[src/rtl/data_memory.sv]
// data_memory: word-organised data memory with async clear and load-phase read suppression.
module data_memory #(
  parameter int DEPTH  = 64,
  parameter int DATA_W = 32
) (
  input  logic              clk,
  input  logic              rst_n,
  input  logic [31:0]       Address,
  input  logic [DATA_W-1:0] WriteData,
  input  logic              MemWrite,
  input  logic              MemRead,
  input  logic              Startin,
  output logic [DATA_W-1:0] ReadData
);
  localparam int AW = $clog2(DEPTH);
  logic [DATA_W-1:0] mem [DEPTH];
  logic [AW-1:0] idx;
  logic inRange;
  logic unusedByteOffset;
  assign idx = Address[AW+1:2];
  // Any set bit above the word index means the address is past the end; no wrap-around.
  assign inRange = ~|Address[31:AW+2];
  assign unusedByteOffset = ^Address[1:0];
  always_ff @(posedge clk or negedge rst_n)
    if (!rst_n)
      for (int i = 0; i < DEPTH; i++) mem[i] <= '0;
    else if (MemWrite && inRange)
      mem[idx] <= WriteData;
  assign ReadData = (MemRead && !Startin && inRange) ? mem[idx] : '0;
endmodule

[config.mk]
export PLATFORM = sky130hd
export DESIGN_NAME = data_memory
export DESIGN_NICKNAME = d
export VERILOG_FILES = /design/src/rtl/data_memory.sv
export SDC_FILE = /design/constraint.sdc
export NUM_CORES = 2
export LEC_CHECK = 0
export CAP_MARGIN = 20
export CORE_UTILIZATION = 45
export DETAILED_ROUTE_END_ITERATION = 8
export DONT_BUFFER_PORTS = 1
export GPL_ROUTABILITY_DRIVEN = 0
export HOLD_SLACK_MARGIN = 0.08
export MAX_ROUTING_LAYER = met4
export SYNTH_ARGS = -nofsm -noshare
export SYNTH_HDL_FRONTEND = slang
export SYNTH_SLANG_ARGS = --single-unit
[constraint.sdc]
create_clock -name clk -period 2.5 [get_ports clk]
set_input_delay 0.5 -clock clk [delete_from_list [all_inputs] [get_ports clk]]
set_output_delay 0.5 -clock clk [all_outputs]
set_load 0.02 [all_outputs]
Word-level counts from Yosys, hierarchy flattened
Index checks and enable logic that the tools add are counted.
Cells by class
  reduce and logical (&&, ||, !) cells: 7
  bitwise logic cells: 1
  order comparisons: 2
  multiplexer cells: 7
Operators with widths (number)
  2048-bit bitwise mux: 1
  32-bit binary-select mux with 6-bit select: 1
  32-bit demux with 6-bit select: 1
  32-bit 2-to-1 mux: 4
  24-bit OR reduction: 1
  7-bit greater-or-equal comparator (second input constant): 1
  7-bit by 1-bit less-than comparator with 1-bit output (second input constant): 1
  6-bit inverter with 7-bit output: 1
  1-bit logical AND: 4
  1-bit zero test: 2
Word-level totals
  register bits after elaboration: 2048
  input bits: 69

Logic depth before layout (Yosys ltp)
  depth after elaboration: 6
  gate-level depth with buffers: 11
  mapped depth without buffers: 6

Worst setup path before layout
No wires, ideal clock.
  path kind: input to output
  from: input port Address[3]
  to: output port ReadData[19]
  path buffers: 5
  arrival time: 2.321 ns
  stages: 10
  setup slack: -0.321 ns
  cells stage by stage: buf_2 and2_1 buf_2 buf_6 buf_2 clkbuf_1 a22oi_1 o32ai_1 nor4_1 a41oi_1
Between the ends
  cells in the longest elaborated chain, start to end: 5
RTL lines
  start: declaration: RTL line 8  | input logic [31:0] Address,
  6-bit inverter with 7-bit output (not written as such): RTL line 29  | assign ReadData = (MemRead && !Startin && inRange) ? mem[idx] : '0;
  32-bit binary-select mux with 6-bit select: RTL line 29
  32-bit 2-to-1 mux (not written as such) (2 in a row): RTL line 29
  32-bit 2-to-1 mux: RTL line 29
  end: declaration: RTL line 13  | output logic [DATA_W-1:0] ReadData
Every way passes these cells. The select of a mux whose other input is x is not followed.

Final worst setup path
  from: input port Address[4]
  to: output port ReadData[19]
Same word-level chain as after synthesis.

==> key figures <==
Yosys
  – Leading post-synthesis cells by instance count: mux2_2 (2110), dfrtp_1 (2048), a221oi_1 (413)
  – Syn Area/Cell: about 13 sq um
  – FF+latch count, synth: 2048
  – Count leader, synth: mux2_2
  – Top cell type's share of synthesized area: 55.4%
  – Post-synth EDFFs: 0
  – Cell Area, Synth: around 93000 sq um
  – Ys Warns: 0
  – Async SR Flop Fraction: between 90% and 100%
  – Largest area contributor in the netlist: dfrtp_1
  – Post-synthesis sequential area ratio: roughly 55%
  – Unique cell type count in the Yosys netlist: roughly 50
  – Ys flop type: dfrtp_1
  – Cells after Synth: 6902
  – Syn nets: roughly 7000
  – Area contributors post-synth: dfrtp_1 (55%), mux2_2 (26%), a221oi_1 (3.9%)

Critical path
  – Worst flop-to-flop path startpoint: mem[970]$_DFFE_PN0P_
  – CP Capture Type: output pin
  – CP Class: in2out
  – Worst EP required: 2000 ps
  – Crit-path max FO: 413
  – Critical Path Start Type: primary input
  – Worst path arrival time: roughly 3700 ps
  – Reg2Reg Setup Slack: between 1000 and 1500 ps
  – Critical R2R Capture: mem[970]$_DFFE_PN0P_
  – FF-to-FF path depth: 2

Routing
  – DRT met1 WL: approximately 130000 um
  – Met2 WL post-DR: approximately 140000 um
  – Top sig layer: met4
  – Met3 WL: roughly 23000 um
  – Vias/cell: between 6 and 7
  – Post-Route WL: approximately 310000 um
  – Detail Route Antenna Nets: 0
  – DR iter-0 viols: a little over 6000
  – Residual DRC: 0
  – DR WL/cell: about 31 um
  – Vias after detailed routing: approximately 63000
  – TritonRoute pass-1 iters: 5

GRT
  – Vias in the first global route: around 65000
  – Initial antenna violation count: 12
  – Largest net degree at the start of global routing: slightly above 400
  – Gr usage total: between 30% and 40%
  – Global-route wire length before repair: about 460000 um
  – Gr ovfl total: 0

Power
  – Power after layout: 70.7 mW
  – Max VDD drop: between 0.0006 and 0.0007 V
  – Leakage Power: approximately 53 nW
  – Pwr/cell area: about 630 nW/um^2

Clocking
  – TritonCTS clock tree: built
  – Clock Latency Late Sink: 860 ps
  – Clk sink count: roughly 2000
  – Total clock buffers created by CTS: ~210
  – Clock Tree Root: clkbuf_16
  – H-tree Lvls: 4
  – Max clock buf depth: 3
  – CTS Hold Bufs: 39
  – Worst-path clk slew: around 60 ps

Cells and area
  – Synth-to-Final Area Change: 21.4%
  – Post-layout instance area: around 110000 sq um
  – Fin nets: 7211
  – Share of layout cells above drive strength 1: between 40% and 50%
  – Largest Register: mem
  – Flip-flop count of the largest register after layout: a little over 2000
  – Top flop regs: mem (2048)
  – Fillcell total: ~17000

Timing
  – Fmax: 0.238 GHz
  – Worst-Margin Slew: 1310 ps
  – Post-Route Skew: 0 ps
  – Tcrit/Tclk final: 168%
  – Slew Limit Headroom: about an eighth
  – Fin crit period: about 4200 ps
  – Final Hold Slack: -662 ps
  – Final setup vio count: 36
  – Final setup margin: -1700 ps
  – Fin. max-slew vios: 0
  – Final Hold Fails: around 320
  – RSZ-0062 raised after global routing: yes

Run status
  – Status: complete, but fails checks
  – Failing checks: hold timing, setup timing

Floorplanning
  – Num rows: 166
  – Die X: between 400 and 500 um
  – Initial Util: between 40% and 50%
  – Die Footprint: 207000 sq um
  – Core footprint: between 200000 and 250000 sq um
  – Boundary Pins: a little over 100
  – Die height: 455 um

Job
  – Max cap viols: 0

Place
  – Placed inst area: 101000 sq um
  – Port Buffers: 0
  – Post-DP HPWL: about 190000 um

Hold path
  – Hold WC Path Type: in2async
## per-stage QoR
| step | hold WS, ps | util, % | worst slack (ps) | TNS [ps] | instances |
|---|---|---|---|---|---|
| 6_report | -662 | 54.9 | -1700 | -49740 | 10000 |
| 5_1_grt | -715 | 54.9 | -1370 | -40130 | 10000 |
| 4_1_cts | -718 | 54.4 | -1160 | -30610 | 9986 |
| 3_5_place_dp | 211 | 49.6 | -1490 | -965130 | 9517 |
| 3_3_place_gp | 211 | 49.6 | -1480 | -960160 | 9516 |
| 2_1_floorplan | 204 | - | -182 | -5050 | 6902 |
## where the power goes
part           internal (mW)  switching (mW)
Sequential              33.1     0.000000574
Combinational           1.45            2.93
Clock                   19.5            13.7
## placed cells by master (no fill, tap or decap), types with 12 or more instances in the layout
master and count:
o211ai_1 27, buf_16 53, mux2_2 2110, nor2_4 69, a22o_1 44, buf_12 231, a2111oi_4 13, o21a_1 12
a41oi_2 13, a21oi_1 169, o22ai_1 89, nor2_1 160, dfrtp_1 2048, o21a_2 12, o32ai_1 13, nand3_1 32
buf_4 447, nor3_1 33, a22oi_1 352, clkinv_2 38, buf_6 31, and3_1 13, clkbuf_8 60, o21ai_2 25
a221oi_1 297, a21oi_2 15, a221oi_4 12, o21ai_1 42, mux2i_1 141, a221oi_2 104, and4_4 13, bufinv_16 18
mux4_2 12, o21ai_0 56, nand2_1 79, clkbuf_1 47, clkbuf_16 221
## worst max-delay path, stage by stage
cell	delay [ps]
nor2b_4	440
buf_6	170
buf_8	140
buf_16	170
a22o_1	190
a21oi_1	170
buf_4	170
a21oi_1	180
a2111oi_4	450
buf_4	200
a41oi_4	150
buf_6	170
## worst max-delay path by stage
stage | to | slack (ps) | from | cells after the start
after floorplan | ReadData[13] | -180 | Address[3] | 10
after global placement | ReadData[21] | -1480 | Address[4] | 10
after detailed placement | ReadData[21] | -1490 | Address[4] | 10
after CTS | ReadData[27] | -1160 | mem[923]$_DFFE_PN0P_ | 7
after global routing | ReadData[15] | -1370 | Address[4] | 12
final | ReadData[19] | -1700 | Address[4] | 12
## metal layers
layer  GRT usage (%)  vias to the layer above
met5               -                        -
met4            10.3                        0
met3            5.30                      578
met2            46.2                     2370
met1            41.6                    34200
li1                -                    26300
## logic make-up after synthesis
group                  count (synthesis)  synth area share (%)
muxes                               2263                  27.5
DFF                                 2048                  55.4
AOI/OAI and AO/OA                   1356                  10.7
buffers and inverters                763                  4.08
and+or+nand+nor                      472                  2.31
## final cells by class
class / instances / area, sq um / share of cell area, %
Antenna cell: 8 / 20.0 / 0.0178
Clock buffer: 322 / 6380 / 5.68
Clock inverter: 71 / 963 / 0.858
Inverter: 1 / 11.3 / 0.0100
Multi-Input combinational cell: 4092 / 40000 / 35.6
Sequential cell: 2048 / 51200 / 45.6
Tap cell: 2688 / 3360 / 3.00
Timing Repair Buffer: 787 / 10300 / 9.15
## timing repair
item | in CTS | in global routing
gates resized for setup | 210 | 183
endpoints found under the setup margin | 451 | 325
pin swaps | 59 | 74
setup buffers | 29 | 19
endpoints found under the hold margin | 2371 | 323
cloned | 12 | 6
(Power assumes the default switching activity.)
